$ cat src/rtl/gyrator_inductor_emu.sv
// Multi-channel discrete-time gyrator (simulated inductor) emulator.
// Two-stage stream pipeline: coefficient multiply, then accumulate/clamp.
module gyrator_inductor_emu #(
  parameter int DATA_W     = 16,
  parameter int ACC_W      = 32,
  parameter int K_W        = 16,
  parameter int FRAC_W     = 15,
  parameter int CHANNELS   = 4,
  parameter int LEAK_SHIFT = 8,
  localparam int CH_W = (CHANNELS > 1) ? $clog2(CHANNELS) : 1
) (
  input  logic              clk,
  input  logic              rst,
  input  logic              s_valid,
  output logic              s_ready,
  input  logic [DATA_W-1:0] s_data,
  input  logic [CH_W-1:0]   s_chan,
  input  logic              cfg_we,
  input  logic [CH_W-1:0]   cfg_chan,
  input  logic [K_W-1:0]    cfg_k,
  input  logic              leak_en,
  input  logic              clr,
  input  logic [CH_W-1:0]   clr_chan,
  output logic              m_valid,
  input  logic              m_ready,
  output logic [DATA_W-1:0] m_data,
  output logic [CH_W-1:0]   m_chan,
  output logic              m_sat
);

  localparam int P_W = DATA_W + K_W;
  localparam int S_W = (ACC_W + 2 > P_W + 1) ? ACC_W + 2 : P_W + 1;

  logic                     advance;
  logic signed [K_W-1:0]    k_q   [CHANNELS];
  logic signed [ACC_W-1:0]  acc_q [CHANNELS];

  logic                     v1;
  logic                     leak1;
  logic                     oor1;
  logic [CH_W-1:0]          c1;
  logic signed [P_W-1:0]    prod1;

  logic                     s_oor;
  logic signed [K_W-1:0]    s_k;
  logic signed [P_W-1:0]    s_mul;
  logic signed [P_W-1:0]    s_prod;

  logic signed [ACC_W-1:0]  acc_cur;
  logic signed [ACC_W-1:0]  leak_amt;
  logic signed [S_W-1:0]    sum;
  logic                     a_ovf;
  logic                     d_ovf;
  logic signed [ACC_W-1:0]  acc_new;
  logic signed [DATA_W-1:0] d_new;
  logic                     wb;

  assign advance = !m_valid || m_ready;
  assign s_ready = advance;
  assign wb      = advance && v1 && !oor1;

  // Stage-1 operand fetch and scaled product (floor via arithmetic shift)
  always_comb begin
    s_oor = 1'b1;
    s_k   = '0;
    for (int i = 0; i < CHANNELS; i++) begin
      if (s_chan == CH_W'(i)) begin
        s_oor = 1'b0;
        s_k   = k_q[i];
      end
    end
    s_mul  = P_W'($signed(s_data)) * P_W'(s_k);
    s_prod = s_mul >>> FRAC_W;
  end

  // Stage-2 accumulate with optional leak, then clamp to both ranges
  always_comb begin
    acc_cur = '0;
    for (int i = 0; i < CHANNELS; i++) begin
      if (c1 == CH_W'(i)) acc_cur = acc_q[i];
    end
    leak_amt = leak1 ? (acc_cur >>> LEAK_SHIFT) : '0;
    sum = S_W'(acc_cur) + S_W'(prod1) - S_W'(leak_amt);
    a_ovf = !((&sum[S_W-1:ACC_W-1]) || !(|sum[S_W-1:ACC_W-1]));
    d_ovf = !((&sum[S_W-1:DATA_W-1]) || !(|sum[S_W-1:DATA_W-1]));
    if (a_ovf)
      acc_new = sum[S_W-1] ? {1'b1, {(ACC_W-1){1'b0}}}
                           : {1'b0, {(ACC_W-1){1'b1}}};
    else
      acc_new = sum[ACC_W-1:0];
    if (d_ovf)
      d_new = sum[S_W-1] ? {1'b1, {(DATA_W-1){1'b0}}}
                         : {1'b0, {(DATA_W-1){1'b1}}};
    else
      d_new = sum[DATA_W-1:0];
  end

  // Stage-1 register: captures the product so later cfg writes cannot race
  always_ff @(posedge clk or posedge rst) begin
    if (rst) begin
      v1    <= 1'b0;
      leak1 <= 1'b0;
      oor1  <= 1'b0;
      c1    <= '0;
      prod1 <= '0;
    end else if (advance) begin
      v1    <= s_valid;
      leak1 <= leak_en;
      oor1  <= s_oor;
      c1    <= s_chan;
      prod1 <= s_prod;
    end
  end

  // Output register; holds while downstream stalls
  always_ff @(posedge clk or posedge rst) begin
    if (rst) begin
      m_valid <= 1'b0;
      m_data  <= '0;
      m_chan  <= '0;
      m_sat   <= 1'b0;
    end else if (advance) begin
      m_valid <= v1;
      if (v1) begin
        m_chan <= c1;
        m_data <= oor1 ? '0 : d_new;
        m_sat  <= oor1 ? 1'b0 : (a_ovf || d_ovf);
      end
    end
  end

  // Accumulator write-back; a same-cycle clear takes priority
  always_ff @(posedge clk or posedge rst) begin
    if (rst) begin
      for (int i = 0; i < CHANNELS; i++) acc_q[i] <= '0;
    end else begin
      for (int i = 0; i < CHANNELS; i++) begin
        if (wb && c1 == CH_W'(i)) acc_q[i] <= acc_new;
        if (clr && clr_chan == CH_W'(i)) acc_q[i] <= '0;
      end
    end
  end

  // Coefficient table, writable regardless of stall
  always_ff @(posedge clk or posedge rst) begin
    if (rst) begin
      for (int i = 0; i < CHANNELS; i++) k_q[i] <= '0;
    end else begin
      for (int i = 0; i < CHANNELS; i++) begin
        if (cfg_we && cfg_chan == CH_W'(i)) k_q[i] <= cfg_k;
      end
    end
  end

endmodule

$ cat config.mk
export PLATFORM = sky130hd
export DESIGN_NAME = gyrator_inductor_emu
export DESIGN_NICKNAME = d
export VERILOG_FILES = /design/src/rtl/gyrator_inductor_emu.sv
export SDC_FILE = /design/constraint.sdc
export NUM_CORES = 1
export LEC_CHECK = 0
export ABC_AREA = 1
export ABC_CLOCK_PERIOD_IN_PS = 6900
export CORE_UTILIZATION = 55
export CTS_BUF_LIST = sky130_fd_sc_hd__clkbuf_8 sky130_fd_sc_hd__clkbuf_16
export DETAILED_ROUTE_END_ITERATION = 10
export DONT_BUFFER_PORTS = 1
export PLACE_DENSITY = 0.71
export SLEW_MARGIN = 20
export SYNTH_ARGS = -nofsm -noshare
export SYNTH_HDL_FRONTEND = slang
export SYNTH_SLANG_ARGS = --single-unit
$ cat constraint.sdc
create_clock -name clk -period 6.9 [get_ports clk]
set_input_delay 0.69 -clock clk [delete_from_list [all_inputs] [get_ports clk]]
set_output_delay 0.69 -clock clk [all_outputs]
set_load 0.01 [all_outputs]
==> results.yml <==
route:
  ant_nets: 0
  drtPass1Iterations: 5
  finalWirelength_um: 68800
  vias: 20100
  drc: 0
  avgRoutedWirePerCell_um: 19.1
  viasPerCell: 5.56
  drt_iter0_drc: 1728
global_routing:
  grt_usage: 0.326
  antenna_found_initial: 1
  grt_pass1_vias: 20500
  grt_max_degree: 187
  grt_overflow: 0
  grt_pass1_wl_um: 112000
synth:
  synth_edf_count: 0
  avgSynthCellArea_um2: 8.05
  yosysSeqAreaShare: 0.242
  synth_cells: 3000
  synth_nets: 3450
  yosysMostFrequentCell: "nand2_1"
  synth_top_cell_area_share: 0.242
  synth_area_leader_cell: "dfrtp_1"
  async_reset_ff_frac: 1.00
  ys_seq_elements: 234
  syn_area_um2: 24200
  yosys_warnings: 0
  synth.distinct_cells: 50
  synth_commonest_cells: "684 x nand2_1, 647 x inv_1, 285 x fa_1, 262 x nor2_1, 234 x dfrtp_1"
  synth_flop_cell: "dfrtp_1"
  ys_top_cells_by_area: "dfrtp_1 24%, fa_1 24%, nand2_1 11%, inv_1 10%, ha_1 6.2%"
die:
  rows: 76
  coreArea_um2: 43200
  floorplan.initialDensity: 0.560
  die_w_um: 212
  dieArea_um2: 44800
  num_io_pins: 66
  die_y_um: 212
timing:
  hold_viol: 0
  setup_violations: 0
  fmax_mhz: 155
  skew_ps: 15.4
  finalCritPeriodShare: 0.934
  max_slew_margin: 0.246
  grt_setup_unrepaired: "false"
  tightest_slew_ps: 1130
  period_needed_ps: 6440
  maxSlewViolCount: 0
  tns_ps: 0
  fin_ws_ps: 457
clocking:
  cts.repair.resized: 0
  clk_latency_ps: 570
  cts_hold_buffers: 0
  clk_pin_slew_ps: 60
  post_cts_buffers: 0
  cts_root_buffer: "clkbuf_16"
  cts_buffers: 27
  cts.sinks: 234
  cts_tree: "yes"
  clockBufferDepth: 3
  cts_max_level: 1
worst_setup_path:
  crit_buf_inv: 5
  critPathLaunchType: "register"
  cp_common_cell: "fa_1"
  crit_family: "adder cells"
  worstPathArrival_ps: 6880
  cp_cell_sequence: "a221oi_1, nand2_1, nand2_1, clkinv_1, nand2_1, fa_1, fa_1, fa_1, inv_1, fa_1, fa_1, inv_1, fa_1, inv_1, ha_1, a21oi_1, inv_1, a21oi_1, o21ai_0, a21oi_1, o21ai_0, or2_2, nand3_1, o21ai_0"
  critPathCaptureType: "register"
  cp_slowest_cell: "fa_1"
  max_stage_delay_ps: 530
  crit_type: "reg -> reg"
  cp.required_ps: 7340
  path_max_fanout: 9
placement:
  gp_congestion: 0.997
  port_buffers: 0
  hpwl_um: 54800
  place_ws_ps: 40.3
cells_and_area:
  drive_above_1_share: 0.0728
  multi_input_area_um2: 15400
  ff_latch_area_um2: 5860
  nFillCells: 3970
  layout.nets: 3451
  area_delta_synth_final_pct: 8.06
  diodes: 0
status:
  status: "complete, no violations"
run:
  drv_cap: 0
worst_hold_path:
  hp-class: "in -> async"
-- path summary, 6_finish.rpt --
| check | slack [ps] | endpoint | from | depth (start not counted) |
|---|---|---|---|---|
| worst max register to register | 460 | prod1[5] | k_q[19] | 24 |
| min in group clk | 250 | leak1 | leak_en | 2 |
| worst min register to register | 480 | m_valid | v1 | 2 |
| worst max-delay path | 460 | prod1[5] | k_q[19] | 24 |
| worst min-delay path | 120 | acc_q[4] | rst | 2 |
| max in group asynchronous | 5770 | acc_q[76] | rst | 3 |
-- registers in the layout (all words and copies together), names as in the netlist --
| name | count |
|---|---|
| acc_q | 128 |
| c1 | 2 |
| k_q | 64 |
| leak1 | 1 |
| m_chan | 2 |
| m_data | 16 |
| m_sat | 1 |
| m_valid | 1 |
| oor1 | 1 |
| prod1 | 17 |
| v1 | 1 |
-- worst reg2reg max path, delay by kind of cell (launching register included) --
family / cells / cell delay, ps
buffers and inverters: 5 / 570
DFF: 1 / 380
adders and majority gates: 7 / 3260
AOI/OAI and AO/OA: 7 / 1310
and+or+nand+nor: 5 / 790
-- per-layer routing --
metal  share of wire  routed length [µm]  vias up  global-route usage
met5         0.00019                  13        -                   0
met4           0.019                1310        2              0.0717
met3           0.099                6830      102              0.0749
met2            0.42               29200      831               0.479
met1            0.46               31400     9883               0.488
li1                -                   -     9232                   -
-- kinds of logic after synthesis --
group	share of synthesized area
AND/OR/NAND/NOR	0.194
buffers and inverters	0.122
AO/OA/AOI/OAI	0.132
adder cells (fa/ha/maj)	0.298
flip-flops	0.242
XOR/XNOR	0.0109
-- per-stage QoR --
stage	instances	cell area, µm²	hold WS [ps]	utilization
after floorplan	3000	24200	432	-
after global placement	3556	25100	447	0.580
after detailed placement	3556	25100	472	0.580
after CTS	3606	26100	239	0.604
after global routing	3607	26100	175	0.605
final	3607	26100	122	0.605
-- cells in the final DEF, fill, tap and decap left out, drive strengths merged, types with 2 or more instances in the layout --
cell      instances
nand2           701
inv             664
fa              285
nor2            282
dfrtp           234
o21ai           178
a22o            133
ha              120
nand3            77
buf              68
a21oi            67
clkbuf           29
a221oi           22
nor3             22
nand4            18
xor2             17
clkinv           16
xnor2            13
o22ai            10
or2               8
nand3b            7
and2              7
bufinv            7
a31oi             6
a211oi            6
o21a              5
o221ai            5
clkinvlp          4
and3              3
a21o              2
nor4              2
a21boi            2
-- final cells by class --
cell class | count | area share
tap | 585 | 0.0280
clock buffer | 29 | 0.0269
timing repair buffer | 68 | 0.0232
clock inverter | 21 | 0.0119
inverter | 670 | 0.0965
sequential | 234 | 0.224
multi-input combinational | 2000 | 0.589
Power is not shown: default switching activity piles up to over one toggle a cycle in this logic, so the estimate is an artifact.
